File: config.mk
export PLATFORM = sky130hd
export DESIGN_NAME = dma_ch_arbiter
export DESIGN_NICKNAME = d
export VERILOG_FILES = /design/src/rtl/dma_arb_pkg.sv /design/src/rtl/dma_ch_arbiter_burst_cnt.sv /design/src/rtl/dma_ch_arbiter.sv
export SDC_FILE = /design/constraint.sdc
export NUM_CORES = 1
export LEC_CHECK = 0
export ABC_AREA = 0
export CAP_MARGIN = 0
export CORE_MARGIN = 10
export CORE_UTILIZATION = 41
export CTS_CLUSTER_DIAMETER = 200
export DETAILED_ROUTE_END_ITERATION = 8
export PLACE_DENSITY = 0.67
export SLEW_MARGIN = 5
export SYNTH_ARGS = -nofsm -noshare
export SYNTH_HDL_FRONTEND = slang
export SYNTH_SLANG_ARGS = --single-unit
File: constraint.sdc
create_clock -name HCLK -period 1.85 [get_ports HCLK]
set_clock_uncertainty 0.15 [all_clocks]
set_input_delay 0.37 -clock HCLK [delete_from_list [all_inputs] [get_ports HCLK]]
set_output_delay 0.37 -clock HCLK [all_outputs]
set_load 0.01 [all_outputs]
File: src/rtl/dma_arb_pkg.sv
// Shared types and helpers for the two-channel AHB DMA bus arbiter.
// State encoding, channel indices, mux select values and pick helpers.
package dma_arb_pkg;

  typedef enum logic [1:0] {
    IDLE = 2'd0,
    G0   = 2'd1,
    G1   = 2'd2
  } arb_state_t;

  localparam logic CH0     = 1'b0;
  localparam logic CH1     = 1'b1;
  localparam logic SEL_CH0 = 1'b1;
  localparam logic SEL_CH1 = 1'b0;

  function automatic arb_state_t gnt_state(
    input logic ch
  );
    return ch ? G1 : G0;
  endfunction

  function automatic logic [1:0] onehot(
    input logic ch
  );
    return ch ? 2'b10 : 2'b01;
  endfunction

  // Round-robin pick; only meaningful when req != 0.
  function automatic logic rr_pick(
    input logic [1:0] req,
    input logic       rr_last
  );
    if (&req) return ~rr_last;
    return req[1];
  endfunction

  // Fixed priority pick: ch0 whenever it asks.
  function automatic logic fixed_pick(
    input logic [1:0] req
  );
    return ~req[0];
  endfunction

endpackage

File: src/rtl/dma_ch_arbiter_burst_cnt.sv
// Beat counter for the current grant: clear, increment with wrap, limit flag.
// Ports: clk, rst_n (sync), clr, inc -> at_limit (cnt == BURST_MAX-1).
module dma_burst_cnt #(
  parameter  int BURST_MAX = 16,
  localparam int CNT_W     = $clog2(BURST_MAX)
) (
  input  logic clk,
  input  logic rst_n,
  input  logic clr,
  input  logic inc,
  output logic at_limit
);

  logic [CNT_W-1:0] cnt;

  localparam logic [CNT_W-1:0] LIMIT =
    CNT_W'(BURST_MAX - 1);

  assign at_limit = (cnt == LIMIT);

  always_ff @(posedge clk) begin
    if (!rst_n) begin
      cnt <= '0;
    end else if (clr) begin
      cnt <= '0;
    end else if (inc) begin
      cnt <= at_limit ? '0 : cnt + 1'b1;
    end
  end

endmodule

File: src/rtl/dma_ch_arbiter.sv
// Two-channel round-robin arbiter with beat limit for the DMA master port.
// Ports: HCLK, HRESETn, req[1:0], beat_ack, hready -> gnt, sel, busy, switch_p.
// Macro DMA_ARB_FIXED_PRIO_EN selects fixed ch0 priority instead of round-robin.
module dma_ch_arbiter
  import dma_arb_pkg::*;
#(
  parameter int BURST_MAX = 16
) (
  input  logic       HCLK,
  input  logic       HRESETn,
  input  logic [1:0] req,
  input  logic       beat_ack,
  input  logic       hready,
  output logic [1:0] gnt,
  output logic       sel,
  output logic       busy,
  output logic       switch_p
);

  arb_state_t state;
  arb_state_t state_nx;

  logic at_limit;
  logic clr;
  logic inc;
  logic sw_nx;

  logic own;
  logic own_req;
  logic oth_req;
  logic act;
  logic rel;
  logic pre;
  logic pre_ok;
  logic pick;

`ifdef DMA_ARB_FIXED_PRIO_EN
  // ch0 holds the bus for as long as it wants it.
  assign pre_ok = (own == CH1);
  assign pick   = fixed_pick(req);
`else
  logic rr_last;
  logic rr_nx;

  assign pre_ok = 1'b1;
  assign pick   = rr_pick(req, rr_last);
`endif

  assign own     = (state == G1);
  assign own_req = req[own];
  assign oth_req = req[~own];
  assign act     = (state != IDLE);

  // Release wins over preempt on the same cycle.
  assign rel = act & hready & ~own_req;
  assign pre = act & ~rel & hready & beat_ack
             & at_limit & oth_req & pre_ok;

  dma_burst_cnt #(
    .BURST_MAX (BURST_MAX)
  ) u_cnt (
    .clk      (HCLK),
    .rst_n    (HRESETn),
    .clr      (clr),
    .inc      (inc),
    .at_limit (at_limit)
  );

  always_comb begin
    state_nx = state;
    clr      = 1'b0;
    inc      = 1'b0;
    sw_nx    = 1'b0;
`ifndef DMA_ARB_FIXED_PRIO_EN
    rr_nx    = rr_last;
`endif
    unique case (1'b1)
      !act: begin
        if (|req) begin
          state_nx = gnt_state(pick);
          clr      = 1'b1;
        end
      end
      rel: begin
        clr = 1'b1;
`ifndef DMA_ARB_FIXED_PRIO_EN
        rr_nx = own;
`endif
        if (oth_req) begin
          state_nx = gnt_state(~own);
          sw_nx    = 1'b1;
        end else begin
          state_nx = IDLE;
        end
      end
      pre: begin
        clr      = 1'b1;
        state_nx = gnt_state(~own);
        sw_nx    = 1'b1;
`ifndef DMA_ARB_FIXED_PRIO_EN
        rr_nx = own;
`endif
      end
      default: begin
        inc = beat_ack;
      end
    endcase
  end

  always_ff @(posedge HCLK) begin
    if (!HRESETn) begin
      state    <= IDLE;
      gnt      <= 2'b00;
      sel      <= SEL_CH1;
      busy     <= 1'b0;
      switch_p <= 1'b0;
`ifndef DMA_ARB_FIXED_PRIO_EN
      rr_last  <= CH1;
`endif
    end else begin
      state    <= state_nx;
      busy     <= (state_nx != IDLE);
      switch_p <= sw_nx;
      if (state_nx == IDLE) begin
        gnt <= 2'b00;
      end else begin
        gnt <= onehot(state_nx == G1);
        sel <= (state_nx == G0) ? SEL_CH0 : SEL_CH1;
      end
`ifndef DMA_ARB_FIXED_PRIO_EN
      rr_last  <= rr_nx;
`endif
    end
  end

endmodule

## Word-level counts from Yosys, hierarchy flattened

Cells that the tools add are included.

- Register bits after elaboration: 12
- Input port bits: 6
- Output and inout port bits: 5
- Word-level logic and storage cells: 58

- Add/sub/neg operators: 1
- $lt $le $gt $ge: 2
- Eq/ne operators: 4
- Multiplexer cells: 22
- Bitwise operators: 12
- Reduce and logical (&&, ||, !) cells: 10

Operators with widths:

| operator | count |
|---|---|
| $mux 1 | 12 |
| $mux 2 | 6 |
| $reduce_or 2->1 | 4 |
| $and 1x1->1 | 7 |
| $pmux 2 s3 | 1 |
| $not 1->1 | 5 |
| $add 4x1->4 const B | 1 |
| $eq 2x2->1 const B | 2 |
| $eq 4x4->1 const B | 1 |
| $lt 1x2->1 const B | 2 |
| $mux 4 | 1 |
| $pmux 1 s2 | 2 |
| $reduce_bool 2->1 | 2 |
| $reduce_or 3->1 | 1 |
| $eq 2x1->1 const B | 1 |
| $logic_not 2->1 | 1 |
| $reduce_and 2->1 | 1 |
| $logic_not 1->1 | 1 |

## Depth between registers and ports, before layout

- Depth in word-level cells: 14
- Depth in mapped cells: 7

## Modules after synthesis

A second synthesis with hierarchy kept.

- Cells, all modules: 68
- Area, all modules: 620.6 sq um

Modules (own cells, without submodules):

| module | times used | cells each | area an instance (sq um) | sequential area each (sq um) |
|---|---|---|---|---|
| dma_ch_arbiter | 1 | 50 | 432.9 | 160.2 |
| dma_burst_cnt | 1 | 18 | 187.7 | 80.1 |

## Least setup slack after synthesis

No wires, ideal clock.

- Path kind: flip-flop to flip-flop
- Start: register u_cnt.cnt[0]
- End: register u_cnt.cnt[3]
- Arrival: 1,649 ps
- Required time: 1,628 ps
- Path slack: -21 ps
- Stages on the path, launching flop included: 7
- Clock period less this slack: 1,871 ps
- Cell sequence: dfxtp_1 ha_1 and3_1 clkbuf_1 a31o_4 or4_1 a21oi_1

- Cells in the longest elaborated chain, start to end: 6

RTL lines:

| what | RTL line | RTL |
|---|---|---|
| start: declaration | dma_ch_arbiter_burst_cnt.sv:14 | `logic [CNT_W-1:0] cnt;` |
| start signal: assignment | dma_ch_arbiter_burst_cnt.sv:27 | `cnt <= at_limit ? '0 : cnt + 1'b1;` |
| $eq 4x4->1 | dma_ch_arbiter_burst_cnt.sv:19 | `assign at_limit = (cnt == LIMIT);` |
| $and 1x1->1 (2 in a row) | dma_ch_arbiter.sv:57 | `& at_limit & oth_req & pre_ok;` |
| $reduce_or 2->1 (no source line) | -- |  |
| $pmux 1 s2 | dma_ch_arbiter.sv:77 | `unique case (1'b1)` |
| $reduce_or 2->1 (no source line) | -- |  |

Several ways; a longest one is shown, not always the timed one.
A chain may end at the register's enable or synchronous reset.

## Worst setup path after layout

- Start: register state[0]
- End: register u_cnt.cnt[3]

- Cells in the longest elaborated chain, start to end: 14

RTL lines:

| what | RTL line | RTL |
|---|---|---|
| start: declaration | dma_ch_arbiter.sv:20 | `arb_state_t state;` |
| start signal: assignment | dma_ch_arbiter.sv:121 | `state <= state_nx;` |
| $eq 2x2->1 | dma_ch_arbiter.sv:49 | `assign own = (state == G1);` |
| $mux 1 (implied by the code) (2 in a row) | dma_ch_arbiter.sv:50 | `assign own_req = req[own];` |
| $not 1->1 | dma_ch_arbiter.sv:55 | `assign rel = act & hready & ~own_req;` |
| $and 1x1->1 | dma_ch_arbiter.sv:55 |  |
| $not 1->1 | dma_ch_arbiter.sv:56 | `assign pre = act & ~rel & hready & beat_ack` |
| $and 1x1->1 (3 in a row) | dma_ch_arbiter.sv:56 |  |
| $and 1x1->1 (2 in a row) | dma_ch_arbiter.sv:57 |  |
| $reduce_or 2->1 (no source line) | -- |  |
| $pmux 1 s2 | dma_ch_arbiter.sv:77 |  |
| $reduce_or 2->1 (no source line) | -- |  |

Several ways; a longest one is shown, not always the timed one. The select of a mux whose other input is x is not followed.

==> impl_results.rst <==
.. list-table::
   :header-rows: 1

   * - Metric
     - Value
   * - Max Clock Freq
     - 0.5413 GHz
   * - Number of top-level design ports
     - 11
   * - Shortest period the worst path allows
     - 1.847 ns
   * - Aggregate global-route resource usage
     - 9.763%
   * - #FFs+latches synth
     - 12
   * - Global-route met2 utilization
     - 13.24%
   * - Number of hold violations in the final report
     - 0
   * - Vias per cell
     - 5.633
   * - Post-synth top flop
     - sky130_fd_sc_hd__dfxtp_1
   * - Number of diodes added for antenna fixing
     - 0
   * - Pin count of the biggest net entering global routing
     - 9
   * - Setup ws final
     - 0.002637 ns
   * - Dominant cell type by area after synthesis
     - sky130_fd_sc_hd__dfxtp_1
   * - Transition at the pin with the smallest max-transition slack
     - 0.3542 ns
   * - Number of antenna violations at the first check in global routing
     - 0
   * - Fraction of layout cells with a size suffix above 1
     - 31.73%
   * - Remaining max-slew budget at the tightest pin
     - 76.29%
   * - Pwr/cell area
     - 704.0 nW/um^2
   * - Async S/R FF share, synth
     - 0%
   * - Detailed-route wire length
     - 1.737 mm
   * - Met3 track utilization from global routing
     - 2.754%
   * - Leakage
     - 0.3762 nW
   * - Worst-skew pair later-pin latency
     - 0.28 ns
   * - Worst Setup End Kind
     - flip-flop
   * - Number of optimization iterations in the first detailed-route pass
     - 4
   * - DP Worst Slack
     - -0.2933 ns
   * - Number of buffers on the longest clock path
     - 2
   * - Arr. time, crit path
     - 1.92 ns
   * - Max Fanout on Critical Path
     - 6
   * - Final design area excluding fillers
     - 954.7 um^2
   * - Number of clock sinks
     - 12
   * - Max-cap violation count
     - 0
   * - Worst-path clk slew
     - 0.08 ns
   * - Period Utilization, post-route
     - 99.86%
   * - Number of global-route vias before repair
     - 620
   * - Floorplan Core Area
     - 1524 um^2
   * - Synth top cells by count
     - 12 x sky130_fd_sc_hd__dfxtp_1, 6 x sky130_fd_sc_hd__a21oi_1, 6 x sky130_fd_sc_hd__nor2_1, 6 x sky130_fd_sc_hd__o21ai_0
   * - Worst EP required
     - 1.92 ns
   * - Critical Setup Path Class
     - reg2reg
   * - Type of the tightest min-delay check
     - reg2reg
   * - Setup repair after global routing missed its margin
     - yes
   * - Setup Viol. Count Final
     - 0
   * - Sequential area share after synthesis
     - 36.09%
   * - Yosys cell types
     - 34
   * - DRC Markers
     - 0
   * - Post-CTS repair timing setup buffer count
     - 0
   * - Count of nets left with antenna violations after detail routing
     - 0
   * - DIE HEIGHT
     - 60.29 um
   * - Status
     - completed
   * - Initial detailed-routing violation count
     - 9
   * - Cell area after synthesis
     - 665.6 um^2
   * - Remaining global-route overflow
     - 0
   * - Overall via count from detail_route
     - 676
   * - Area after DPL
     - 887.1 um^2
   * - Full die area
     - 3635 um^2
   * - Synthesized net count
     - 85
   * - Instance count of the mapped netlist
     - 78
   * - Effective utilization at floorplan
     - 43.68%
   * - Number of nets in the layout
     - 112
   * - Average cell area after synthesis
     - 8.534 um^2
   * - Area growth from synthesis to layout
     - 43.42%
   * - Most Crowded Layer GR
     - met2
   * - CTS HTree Levels
     - 1
   * - Placer congestion estimate
     - 0.8153
   * - Std cell rows
     - 14
   * - Ys Warns
     - 0
   * - Horizontal extent of the die
     - 60.29 um
   * - Detailed Place HPWL
     - 1.300 mm
   * - Number of hold buffers added after cts
     - 0
   * - Cells taking the most area after synthesis
     - sky130_fd_sc_hd__dfxtp_1 36%, sky130_fd_sc_hd__a21oi_1 4.5%, sky130_fd_sc_hd__o21ai_0 4.5%
   * - Port buffer count
     - 10
   * - Dominant cell by count in the synthesized netlist
     - sky130_fd_sc_hd__dfxtp_1
   * - TritonCTS buffer count
     - 3
   * - Detailed-route wire length per cell
     - 14.48 um
   * - Portion of synthesized cell area occupied by the leading cell type
     - 36.09%
   * - Clk root buf
     - sky130_fd_sc_hd__clkbuf_4
   * - First-pass GRT wire length
     - 2.766 mm
   * - CTS tree
     - built
   * - Startpoint type of the worst setup path
     - flip-flop
   * - Final count of pins violating max slew
     - 0
   * - Worst voltage drop across the vdd grid
     - 0.4567 mV
   * - Met1 Track Usage GR
     - 13.11%
   * - Number of synthesized flops with an enable pin
     - 0
-- worst paths after layout --
path	end	cells past startpoint	slack [ns]	from
setup / recovery	u_cnt.cnt[3]	5	0.003	state[0]
hold / removal	sel	2	0.37	sel
setup reg to reg	u_cnt.cnt[3]	5	0.003	state[0]
hold reg to reg	sel	2	0.37	sel
-- worst max-delay path, cell delays in order, from the launching register on --
cell                      delay (ns)
sky130_fd_sc_hd__dfxtp_2        0.37
sky130_fd_sc_hd__nor2b_4        0.15
sky130_fd_sc_hd__mux2_4         0.33
sky130_fd_sc_hd__a31o_4         0.24
sky130_fd_sc_hd__or4_4          0.42
sky130_fd_sc_hd__a21oi_2        0.12
-- power by group --
part | internal, W | total (W) | leakage [nW] | switching [W]
clock | 0.000120 | 0.000218 | 0.0210 | 0.0000981
combinational | 0.0000910 | 0.000169 | 0.257 | 0.0000776
sequential | 0.000275 | 0.000286 | 0.0986 | 0.0000108
-- per-layer routing --
metal / part of all wire [%] / vias up
met2: 42 / 21
met1: 49 / 310
li1: - / 339
met5: 0 / -
met3: 5.7 / 6
met4: 2.4 / 0
-- sequential cells by signal, summed over array words and instances, names as in the netlist --
name and flops:
sel 1, gnt 2, state 2, u_cnt.cnt 4, switch_p 1, rr_last 1, busy 1
-- area by class of cell --
type / count / area [um^2]
fillers: 133 / 569.3
multi-input cells: 57 / 414.1
flip-flops and latches: 12 / 241.5
repair buffers: 27 / 227.7
clock buffers: 4 / 36.28
well taps: 16 / 20.02
inverters: 4 / 15.01
-- cells by family after synthesis --
| group | synth area share (%) |
|---|---|
| DFF | 36.09 |
| muxes | 5.263 |
| buffers and inverters | 6.579 |
| and+or+nand+nor | 24.43 |
| AOI/OAI and AO/OA | 25.76 |
| adders and majority gates | 1.879 |
-- metrics by stage --
step / hold WS (ns) / setup TNS, ns / utilization [%] / power, W / instances
3_3_place_gp: 0.3330 / -1.685 / 58.21 / 0.0004495 / 116
6_report: 0.3687 / 0 / 62.64 / 0.0006720 / 120
5_1_grt: 0.3902 / -0.06915 / 62.64 / 0.0006983 / 120
3_5_place_dp: 0.3440 / -1.932 / 58.21 / 0.0004514 / 116
2_1_floorplan: 0.3128 / 0 / - / 0.0003779 / 78
4_1_cts: 0.3665 / 0 / 60.67 / 0.0006659 / 120
-- cell usage in the layout, fill, tap and decap left out, drive strengths merged, types with 2 or more instances in the layout --
master / n
buf: 17
dfxtp: 12
clkdlybuf4s50: 10
o21ai: 6
a21oi: 6
nor2: 6
and2: 4
nand2: 4
inv: 4
nor2b: 4
clkbuf: 4
mux2i: 2
nand3: 2
nand4: 2
or3: 2
and3: 2
-- repair_timing --
action                                  4_1_cts  5_1_grt
hold endpoints to repair                      0        0
pin swaps                                     2        1
resized for setup                             1        7
endpoints found under the setup margin        1        6
Note: power is estimated with default switching activity, not from simulation.
